===== src/rtl/vga_timing_pkg.sv =====
// Shared timing defaults, totals helpers and sync-polarity constants for the VGA path.
package vga_timing_pkg;

    // 640x480@60 defaults
    localparam int unsigned DEF_H_ACTIVE = 640;
    localparam int unsigned DEF_H_FP     = 16;
    localparam int unsigned DEF_H_SYNC   = 96;
    localparam int unsigned DEF_H_BP     = 48;
    localparam int unsigned DEF_V_ACTIVE = 480;
    localparam int unsigned DEF_V_FP     = 10;
    localparam int unsigned DEF_V_SYNC   = 2;
    localparam int unsigned DEF_V_BP     = 33;
    localparam int unsigned DEF_WIN_X0   = 192;
    localparam int unsigned DEF_WIN_Y0   = 112;
    localparam int unsigned DEF_WIN_W    = 256;
    localparam int unsigned DEF_WIN_H    = 256;
    localparam int unsigned DEF_CW       = 10;
    localparam int unsigned DEF_FW       = 8;

    // Level a sync pin takes while the pulse is asserted
    localparam logic SYNC_ACTIVE_LOW  = 1'b0;
    localparam logic SYNC_ACTIVE_HIGH = 1'b1;

    // Pixels per line including blanking
    function automatic int unsigned h_total(input int unsigned active, input int unsigned fp,
                                            input int unsigned sync, input int unsigned bp);
        return active + fp + sync + bp;
    endfunction

    // Lines per frame including blanking
    function automatic int unsigned v_total(input int unsigned active, input int unsigned fp,
                                            input int unsigned sync, input int unsigned bp);
        return active + fp + sync + bp;
    endfunction

endpackage


===== src/rtl/vga_wrap_counter.sv =====
// Enabled up-counter that wraps to 0 after LAST; wrap_c flags the wrapping tick.
module vga_wrap_counter #(
    parameter int unsigned CW   = 10,
    parameter int unsigned LAST = 799
) (
    input  logic          Clock,
    input  logic          Reset_n,
    input  logic          en,
    output logic [CW-1:0] count,
    output logic [CW-1:0] count_next_c,
    output logic          wrap_c
);

    localparam logic [CW-1:0] LAST_V = CW'(LAST);

    // Next count and wrap detect
    always_comb begin
        wrap_c       = en && (count == LAST_V);
        count_next_c = count;
        if (en) begin
            count_next_c = (count == LAST_V) ? '0 : count + CW'(1);
        end
    end

    // Count register
    always_ff @(posedge Clock or negedge Reset_n) begin
        if (!Reset_n) begin
            count <= '0;
        end else begin
            count <= count_next_c;
        end
    end

endmodule


===== src/rtl/vga_timing_gen.sv =====
// Parametrised VGA timing generator with pixel-window masking.
// Define VGA_TIMING_WINDOW_EN to enable window masking/coordinates; without it the
// window is the whole active area and the WIN_* parameters have no effect.
module vga_timing_gen
    import vga_timing_pkg::*;
#(
    parameter int unsigned H_ACTIVE = DEF_H_ACTIVE,
    parameter int unsigned H_FP     = DEF_H_FP,
    parameter int unsigned H_SYNC   = DEF_H_SYNC,
    parameter int unsigned H_BP     = DEF_H_BP,
    parameter int unsigned V_ACTIVE = DEF_V_ACTIVE,
    parameter int unsigned V_FP     = DEF_V_FP,
    parameter int unsigned V_SYNC   = DEF_V_SYNC,
    parameter int unsigned V_BP     = DEF_V_BP,
    parameter logic        H_POL    = SYNC_ACTIVE_LOW,
    parameter logic        V_POL    = SYNC_ACTIVE_LOW,
    parameter int unsigned WIN_X0   = DEF_WIN_X0,
    parameter int unsigned WIN_Y0   = DEF_WIN_Y0,
    parameter int unsigned WIN_W    = DEF_WIN_W,
    parameter int unsigned WIN_H    = DEF_WIN_H,
    parameter int unsigned CW       = DEF_CW,
    parameter int unsigned FW       = DEF_FW
) (
    input  logic          Clock,
    input  logic          Reset_n,
    input  logic          Enable,
    input  logic [2:0]    iRGB,
    output logic [CW-1:0] oHcounter,
    output logic [CW-1:0] oVcounter,
    output logic [CW-1:0] oWinX,
    output logic [CW-1:0] oWinY,
    output logic          oInWindow,
    output logic          oHsync,
    output logic          oVsync,
    output logic          oActive,
    output logic [2:0]    oRGB,
    output logic          oLineStart,
    output logic          oFrameStart,
    output logic [FW-1:0] oFrameCount
);

    localparam int unsigned H_TOTAL = h_total(H_ACTIVE, H_FP, H_SYNC, H_BP);
    localparam int unsigned V_TOTAL = v_total(V_ACTIVE, V_FP, V_SYNC, V_BP);

    localparam logic [CW-1:0] H_ACT_END = CW'(H_ACTIVE);
    localparam logic [CW-1:0] HS_BEG    = CW'(H_ACTIVE + H_FP);
    localparam logic [CW-1:0] HS_END    = CW'(H_ACTIVE + H_FP + H_SYNC);
    localparam logic [CW-1:0] V_ACT_END = CW'(V_ACTIVE);
    localparam logic [CW-1:0] VS_BEG    = CW'(V_ACTIVE + V_FP);
    localparam logic [CW-1:0] VS_END    = CW'(V_ACTIVE + V_FP + V_SYNC);

`ifdef VGA_TIMING_WINDOW_EN
    localparam bit WINDOW_EN = 1'b1;
`else
    localparam bit WINDOW_EN = 1'b0;
`endif

    localparam logic [CW-1:0] WX_BEG = CW'(WIN_X0);
    localparam logic [CW-1:0] WX_END = CW'(WIN_X0 + WIN_W);
    localparam logic [CW-1:0] WY_BEG = CW'(WIN_Y0);
    localparam logic [CW-1:0] WY_END = CW'(WIN_Y0 + WIN_H);
    // Coordinates are window-relative only when masking is on
    localparam logic [CW-1:0] X_OFS  = WINDOW_EN ? WX_BEG : '0;
    localparam logic [CW-1:0] Y_OFS  = WINDOW_EN ? WY_BEG : '0;

    logic [CW-1:0] h_count, v_count, h_next_c, v_next_c;
    logic          h_wrap_c, v_wrap_c, v_en_c;
    logic          next_act_c, next_win_c, next_in_win_c, cur_act_c, pix_ok_c;
    logic [CW-1:0] win_x, win_y;
    logic          in_win, hsync, vsync, active, line_start, frame_start;
    logic [2:0]    rgb;
    logic [FW-1:0] frame_count;

    assign v_en_c = Enable & h_wrap_c;

    vga_wrap_counter #(.CW(CW), .LAST(H_TOTAL - 1)) u_hcnt (
        .Clock        (Clock),
        .Reset_n      (Reset_n),
        .en           (Enable),
        .count        (h_count),
        .count_next_c (h_next_c),
        .wrap_c       (h_wrap_c)
    );

    vga_wrap_counter #(.CW(CW), .LAST(V_TOTAL - 1)) u_vcnt (
        .Clock        (Clock),
        .Reset_n      (Reset_n),
        .en           (v_en_c),
        .count        (v_count),
        .count_next_c (v_next_c),
        .wrap_c       (v_wrap_c)
    );

    // Window/active decode for the upcoming and the current address position
    always_comb begin
        next_act_c    = (h_next_c < H_ACT_END) && (v_next_c < V_ACT_END);
        next_win_c    = (h_next_c >= WX_BEG) && (h_next_c < WX_END) &&
                        (v_next_c >= WY_BEG) && (v_next_c < WY_END);
        next_in_win_c = WINDOW_EN ? next_win_c : next_act_c;
        cur_act_c     = (h_count < H_ACT_END) && (v_count < V_ACT_END);
        pix_ok_c      = WINDOW_EN ? (cur_act_c && in_win) : cur_act_c;
    end

    // Address-phase window flag and coordinates, aligned with the counters
    always_ff @(posedge Clock or negedge Reset_n) begin
        if (!Reset_n) begin
            in_win <= 1'b0;
            win_x  <= '0;
            win_y  <= '0;
        end else if (Enable) begin
            in_win <= next_in_win_c;
            win_x  <= next_in_win_c ? h_next_c - X_OFS : '0;
            win_y  <= next_in_win_c ? v_next_c - Y_OFS : '0;
        end
    end

    // Display phase: one Enable tick behind the address phase
    always_ff @(posedge Clock or negedge Reset_n) begin
        if (!Reset_n) begin
            hsync  <= ~H_POL;
            vsync  <= ~V_POL;
            active <= 1'b0;
            rgb    <= '0;
        end else if (Enable) begin
            hsync  <= ((h_count >= HS_BEG) && (h_count < HS_END)) ? H_POL : ~H_POL;
            vsync  <= ((v_count >= VS_BEG) && (v_count < VS_END)) ? V_POL : ~V_POL;
            active <= cur_act_c;
            rgb    <= pix_ok_c ? iRGB : '0;
        end
    end

    // Line/frame strobes and completed-frame count
    always_ff @(posedge Clock or negedge Reset_n) begin
        if (!Reset_n) begin
            line_start  <= 1'b0;
            frame_start <= 1'b0;
            frame_count <= '0;
        end else begin
            line_start  <= h_wrap_c;
            frame_start <= v_wrap_c;
            if (v_wrap_c) begin
                frame_count <= frame_count + FW'(1);
            end
        end
    end

    assign oHcounter   = h_count;
    assign oVcounter   = v_count;
    assign oWinX       = win_x;
    assign oWinY       = win_y;
    assign oInWindow   = in_win;
    assign oHsync      = hsync;
    assign oVsync      = vsync;
    assign oActive     = active;
    assign oRGB        = rgb;
    assign oLineStart  = line_start;
    assign oFrameStart = frame_start;
    assign oFrameCount = frame_count;

endmodule


===== config.mk =====
export PLATFORM = sky130hd
export DESIGN_NAME = vga_timing_gen
export DESIGN_NICKNAME = d
export VERILOG_FILES = /design/src/rtl/vga_timing_pkg.sv /design/src/rtl/vga_wrap_counter.sv /design/src/rtl/vga_timing_gen.sv
export SDC_FILE = /design/constraint.sdc
export NUM_CORES = 1
export LEC_CHECK = 0
export CORE_ASPECT_RATIO = 1.5
export CORE_MARGIN = 1
export CORE_UTILIZATION = 50
export CTS_BUF_LIST = sky130_fd_sc_hd__clkbuf_8
export CTS_CLUSTER_SIZE = 12
export DETAILED_ROUTE_END_ITERATION = 8
export GPL_TIMING_DRIVEN = 0
export MAX_ROUTING_LAYER = met4
export PLACE_DENSITY = 0.89
export SYNTH_ARGS = -nofsm -noshare
export SYNTH_HDL_FRONTEND = slang
export SYNTH_HIERARCHICAL = 1
export SYNTH_SLANG_ARGS = --single-unit

===== constraint.sdc =====
create_clock -name Clock -period 8.4 [get_ports Clock]
set_input_delay 1.68 -clock Clock [delete_from_list [all_inputs] [get_ports Clock]]
set_output_delay 1.68 -clock Clock [all_outputs]
set_load 0.01 [all_outputs]

==> results of run 1 <==
[layout make-up]
type,instances,area [um2]
multi-input combinational,133,1010
clock inverter,6,106
buffer,7,52.6
tap,66,82.6
clock buffer,10,138
fill,340,1360
sequential,57,1430
timing repair buffer,62,626
inverter,12,45.0
[worst max-delay path: cells and delay by family]
kind,cells,cell delay [ns]
AOI/OAI and AO/OA,2,0.28
buffers and inverters,5,0.87
and+or+nand+nor,5,1.96
[power by group]
group,switching (mW),total [mW],internal (mW)
logic,0.0703,0.164,0.0934
registers,0.0400,0.349,0.308
clock network,0.106,0.310,0.203
[stage by stage]
stage / instance area (um2) / cells / utilization / hold slack, ns
final: 3490 / 353 / 0.720 / 0.474
after global routing: 3490 / 353 / 0.720 / 0.497
after CTS: 3490 / 353 / 0.720 / 0.474
after detailed placement: 3250 / 337 / 0.669 / 0.459
after global placement: 3230 / 336 / 0.666 / 0.458
after floorplan: 2540 / 209 / - / 0.491
[layer usage]
| layer | wire [um] | up-vias | share of wire | global-route usage |
|---|---|---|---|---|
| li1 | - | 919 | - | - |
| met1 | 2290 | 980 | 0.42 | 0.282 |
| met2 | 2830 | 59 | 0.52 | 0.362 |
| met3 | 250 | 10 | 0.046 | 0.0564 |
| met4 | 108 | 0 | 0.020 | 0.0994 |
| met5 | 0 | - | 0 | - |
[placed cells by master (no fill, tap or decap), drive strengths merged, types with 4 or more instances in the layout]
| cell | n |
|---|---|
| a21oi | 4 |
| nor2b | 4 |
| o21ai | 6 |
| inv | 12 |
| ha | 4 |
| buf | 8 |
| clkbuf | 11 |
| nand2 | 10 |
| clkdlybuf4s50 | 60 |
| dfrtp | 55 |
| xor2 | 8 |
| a22o | 16 |
| xnor2 | 9 |
| nor3 | 9 |
| nand4 | 10 |
| nand3 | 7 |
| nor2 | 6 |
[sequential cells by signal (all words and copies together) (netlist names)]
register	count
oRGB	3
u_vcnt/count	10
oFrameStart	1
oWinX	10
oHsync	1
oLineStart	1
oActive	1
oVsync	1
oInWindow	1
oWinY	10
oFrameCount	8
u_hcnt/count	10
[final timing paths]
| path | startpoint | endpoint | slack (ns) |
|---|---|---|---|
| worst max-delay path | Enable | oWinX[1] | 3.86 |
| worst min-delay path | oFrameCount[7] | oFrameCount[7] | 0.47 |
| worst max register to register | u_hcnt/count[5] | oWinX[1] | 4.74 |
| worst min register to register | oFrameCount[7] | oFrameCount[7] | 0.47 |
| max in group asynchronous | Reset_n | oVsync | 6.51 |
| min in group asynchronous | Reset_n | oRGB[1] | 1.28 |
[logic make-up after synthesis]
kind of cell | count (synthesis) | share of synthesized area
fa+ha+maj | 4 | 0.0197
xor+xnor | 17 | 0.0587
mux | 4 | 0.0173
simple gates | 64 | 0.169
flops | 57 | 0.563
compound gates | 44 | 0.134
buf+inv | 19 | 0.0385
==> summary.md, run 1 <==
| Metric | Value |
|---|---|
| Status | `complete, no violations` |
| Detailed Routing Iterations Pass 1 | `4` |
| Tightest Pin Transition | `0.836 ns` |
| Pre-CTS setup slack | `3.55 ns` |
| Most common cell in the netlist | `dfrtp_1` |
| Clk root buf | `clkbuf_8` |
| Synthesized area | `0.00254 mm2` |
| Relative slew slack | `0.438` |
| Worst VDD drop | `176 uV` |
| Achievable Freq | `220 MHz` |
| Worst EP arrival | `4.80 ns` |
| Clock Path Buffers | `2` |
| Overall Power | `822 uW` |
| Distinct cells, synth | `57` |
| Max incr delay on CP | `0.76 ns` |
| Endpoints failing hold | `0` |
| Total core area | `0.00485 mm2` |
| GP Congestion | `0.813` |
| Crit-path slowest cell | `nor4_2` |
| Via count | `1968` |
| Minimum clock period | `4.54 ns` |
| Syn Nets | `219` |
| Vias/cell | `5.58` |
| Drt wl/cell | `15.5 um` |
| Max-Cap Viols | `0` |
| Ranking of synthesized cells by area | `dfrtp_1, a22o_1, xnor2_1` |
| Crit path max fanout | `10` |
| Worst Path Required | `8.66 ns` |
| P&R area growth vs syn | `37.5%` |
| Synth area leader | `dfrtp_1` |
| Resized cells post-CTS | `0` |
| Synth async-reset ratio | `1.00` |
| Cts hold-fix bufs | `0` |
| Final wirelength | `5.48 mm` |
| Main synth FF type | `dfrtp_1` |
| Unrepaired setup endpoints after global routing | `false` |
| Initial antenna violation count | `0` |
| Seq/Total Area, Yosys | `0.563` |
| Antenna-violating nets left | `0` |
| I/O Pins | `63` |
| Setup TNS | `0 ns` |
| Critical Path Sink Type | `register` |
| Cell count after synthesis | `209` |
| Starting Density | `0.523` |
| Slew Limit Fails | `0` |
| Lkg Pwr | `1.51 nW` |
| Final period util | `0.540` |
| Buffers on Ports | `61` |
| Die Span Y | `89.3 um` |
| H-tree depth | `3` |
| Die ar. | `0.00537 mm2` |
| Total GRT Usage | `0.232` |
| Synth cell count leaders | `dfrtp_1, a22o_1, inv_1` |
| Post-DP HPWL | `3.85 mm` |
| First-pass GRT wire length | `8.81 mm` |
| Critical path class | `in -> reg` |
| Warning count from the yosys run | `6` |
| Startpoint Class | `input pin` |
| Number of global-route vias before repair | `1850` |
| Die Width | `60.2 um` |
| WHS Path Cells | `1` |
| Worst hold path type | `reg -> reg` |
| Worst-skew pair later-pin latency | `0.33 ns` |
| Total CTS buffers | `9` |
| Std cell rows | `31` |
| Power density over the cells | `236 mW/mm2` |
| Largest net degree at the start of global routing | `42` |
| CTS clk-pin slew, worst paths | `0.06 ns` |
| Drc violations | `0` |
| Post-synth EDFFs | `0` |
| # diodes | `0` |
| Synth top area share | `0.542` |
| 1st-iter DRT viols | `105` |
| Setup WS post-layout | `3.86 ns` |
| Synth Register Bits | `57` |
| Layout Nets | `292` |
| CTS tree | `yes` |
| CP Cell Sequence | `buf_2, nand2_1, nor4_4, and2_1, clkbuf_1, inv_1, nor4_2, a21oi_1, and4b_1, buf_6, buf_8, a22o_1` |
| Post-CTS Setup Inserts | `0` |
| # clock sinks | `57` |
| Worst reg-to-reg path cell count | `11` |
| Skew final | `0.00931 ns` |
| Setup Viol. Count Final | `0` |
| GRT overflow | `0` |
| Syn_area_per_cell | `12.1 um2` |
| Layout cell share with drive strength beyond 1 | `0.153` |
Power figures use the tool's default switching activity.
==> run 2, diff against run 1 <==
--- a/config.mk
+++ b/config.mk
@@ -7,13 +7,13 @@
 export LEC_CHECK = 0
 export CORE_ASPECT_RATIO = 1.5
 export CORE_MARGIN = 1
-export CORE_UTILIZATION = 50
+export CORE_UTILIZATION = 46
 export CTS_BUF_LIST = sky130_fd_sc_hd__clkbuf_8
 export CTS_CLUSTER_SIZE = 12
 export DETAILED_ROUTE_END_ITERATION = 8
 export GPL_TIMING_DRIVEN = 0
 export MAX_ROUTING_LAYER = met4
-export PLACE_DENSITY = 0.89
+export PLACE_DENSITY = 0.86
 export SYNTH_ARGS = -nofsm -noshare
 export SYNTH_HDL_FRONTEND = slang
 export SYNTH_HIERARCHICAL = 1
==> constraint.sdc (replaced) <==
create_clock -name Clock -period 3.72 [get_ports Clock]
set_input_delay 0.744 -clock Clock [delete_from_list [all_inputs] [get_ports Clock]]
set_output_delay 0.744 -clock Clock [all_outputs]
set_load 0.01 [all_outputs]
==> summary.md, run 2 (synthesized netlist as in run 1, its figures left out) <==
| Metric | Value |
|---|---|
| Die ar. | `0.00582 mm2 (+8.4%)` |
| Comb power frac | `0.207 (+0.008)` |
| Switching share of total power | `0.276 (+0.0121)` |
| # diodes | `0 (unchanged)` |
| Minimum clock period | `3.40 ns` |
| Worst-skew pair later-pin latency | `0.33 ns (about the same)` |
| Internal | `1.30 mW (+110%)` |
| Sw power | `494 uW (+130%)` |
| Worst EP arrival | `3.62 ns (-1.18 ns)` |
| Relative slew slack | `0.651 (+0.212)` |
| Unrepaired setup endpoints after global routing | `false` |
| Worst Path Required | `3.93 ns (-4.73 ns)` |
| GP Congestion | `0.878 (+7.9%)` |
| Antenna-violating nets left | `0 (unchanged)` |
| Std cell rows | `32 (+3.2%)` |
| Status | `complete, no violations` |
| Critical path class | `reg -> reg` |
| Commonest cells after routing, fill and taps aside | `clkdlybuf4s50_1, dfrtp_1, a22o_1` |
| Setup TNS | `0 ns (unchanged)` |
| Setup Viol. Count Final | `0 (unchanged)` |
| Sequential power share | `0.441 (+0.017)` |
| Achievable Freq | `294 MHz` |
| 1st-iter DRT viols | `91 (-13%)` |
| First-pass GRT wire length | `9.37 mm (+6.3%)` |
| Drc violations | `0 (unchanged)` |
| Drt wl/cell | `16.0 um (+2.9%)` |
| GRT overflow | `0 (unchanged)` |
| Worst VDD drop | `384 uV (+120%)` |
| Critical Path Sink Type | `register` |
| Slew Limit Fails | `0 (unchanged)` |
| Largest net degree at the start of global routing | `43 (+2.4%)` |
| P&R area growth vs syn | `38.0%` |
| Final wirelength | `5.72 mm (+4.4%)` |
| Starting Density | `0.484 (-0.0396)` |
| Number of global-route vias before repair | `1951 (+5.5%)` |
| Clk pwr share | `0.352 (-0.025)` |
| CTS tree | `yes` |
| Final period util | `0.915` |
| Worst reg-to-reg path cell count | `12 (+1)` |
| Lkg Pwr | `1.54 nW (+1.6%)` |
| CTS clk-pin slew, worst paths | `0.07 ns (about the same)` |
| Layout cell share with drive strength beyond 1 | `0.159 (+0.00531)` |
| Buffers on Ports | `61 (unchanged)` |
| Total core area | `0.00525 mm2 (+8.2%)` |
| Layout Nets | `295 (+1.0%)` |
| Overall Power | `1.79 mW (+120%)` |
| Die Span Y | `93.0 um (+4.2%)` |
| # clock sinks | `57 (unchanged)` |
| Startpoint Class | `register` |
| Tightest Pin Transition | `0.520 ns (-0.316 ns)` |
| Worst hold path type | `in -> async` |
| Hold slack | `0.331 ns (-0.143 ns)` |
| Die Width | `62.6 um (+4.1%)` |
| Filler cells | `399 (+17%)` |
| I/O Pins | `63 (unchanged)` |
| Clock Path Buffers | `2 (unchanged)` |
| Total GRT Usage | `0.218 (-0.0138)` |
| Initial antenna violation count | `0 (unchanged)` |
| Via count | `1996 (+1.4%)` |
| Total CTS buffers | `9 (unchanged)` |
| Power density over the cells | `512 mW/mm2 (+120%)` |
| Endpoints failing hold | `0 (unchanged)` |
| H-tree depth | `3 (unchanged)` |
| Vias/cell | `5.58 (about the same)` |
| Max-Cap Viols | `0 (unchanged)` |
| Crit path max fanout | `10 (unchanged)` |
| Clk root buf | `clkbuf_8` |
| Commonest non-fill, non-tap cell in the layout | `clkdlybuf4s50_1` |
| Post-DP HPWL | `3.91 mm (+1.6%)` |
| Detailed Routing Iterations Pass 1 | `4 (unchanged)` |
| Skew final | `0.00866 ns (-0.000654 ns)` |
==> run 2: area by class of cell <==
cell class	count	area, um2	area share
clock inverter	6	83.8	0.0239
clock buffer	10	138	0.0393
sequential	57	1430	0.408
multi-input combinational	133	1020	0.291
inverter	12	45.0	0.0129
tap	68	85.1	0.0243
timing repair buffer	65	648	0.185
buffer	7	52.6	0.0150
==> run 2: worst paths after layout <==
| path | start | endpoint | slack (ns) |
|---|---|---|---|
| worst min-delay path | Reset_n | oWinX[0] | 0.33 |
| max in group asynchronous | Reset_n | oVsync | 2.77 |
| min in group Clock | oFrameCount[7] | oFrameCount[7] | 0.46 |
| worst max register to register | u_hcnt/count[5] | oWinX[4] | 0.32 |
| worst max-delay path | u_hcnt/count[5] | oWinX[4] | 0.32 |
| worst min register to register | oFrameCount[7] | oFrameCount[7] | 0.46 |
==> run 2: power groups by stage <==
stage          combinational, mW  sequential, mW  clock (mW)
6_report                   0.372           0.790       0.632
5_1_grt                    0.404           0.804       0.674
3_3_place_gp               0.360           0.801           0
3_5_place_dp               0.375           0.804           0
4_1_cts                    0.376           0.792       0.652
2_1_floorplan              0.140           0.823           0
==> run 2: through the flow <==
step / cell area (um2) / worst slack (ns) / instances / utilization
after CTS: 3470 / 0.0925 / 355 / 0.661
after global placement: 3230 / -0.131 / 338 / 0.616
after detailed placement: 3250 / -0.195 / 339 / 0.619
final: 3500 / 0.318 / 358 / 0.667
after floorplan: 2540 / 0.399 / 209 / -
after global routing: 3500 / 0.128 / 358 / 0.667
==> run 2: per-layer routing <==
metal	global-route usage	up-vias	part of all wire	routed length (um)
met2	0.365	65	0.52	3000
met4	0.0988	0	0.018	105
met1	0.254	992	0.42	2400
met3	0.0382	10	0.038	216
li1	-	929	-	-
met5	-	-	0	0
==> run 2: what timing repair did <==
action                                 in CTS  in global routing
gates resized for setup                     0                  1
hold buffers                                0                  0
setup endpoints to repair                   0                 20
endpoints found under the hold margin       0                  0
setup buffers                               0                  3
==> run 2: worst max-delay path: stages, from the launching register on <==
cell,delay [ns]
dfrtp_1,0.48
nand4bb_1,0.31
nor4_4,0.38
and2_1,0.21
clkbuf_1,0.35
and4_1,0.33
nand3_1,0.12
xnor2_1,0.25
nand4_1,0.16
and4b_1,0.23
buf_6,0.14
buf_8,0.13
a22o_1,0.18
==> run 3, diff against run 2 <==
--- a/config.mk
+++ b/config.mk
@@ -5,6 +5,7 @@
 export SDC_FILE = /design/constraint.sdc
 export NUM_CORES = 1
 export LEC_CHECK = 0
+export CAP_MARGIN = 20
 export CORE_ASPECT_RATIO = 1.5
 export CORE_MARGIN = 1
 export CORE_UTILIZATION = 46
==> results of run 3 <==
The final DEF is identical to that of run 2; final timing and power are the same.
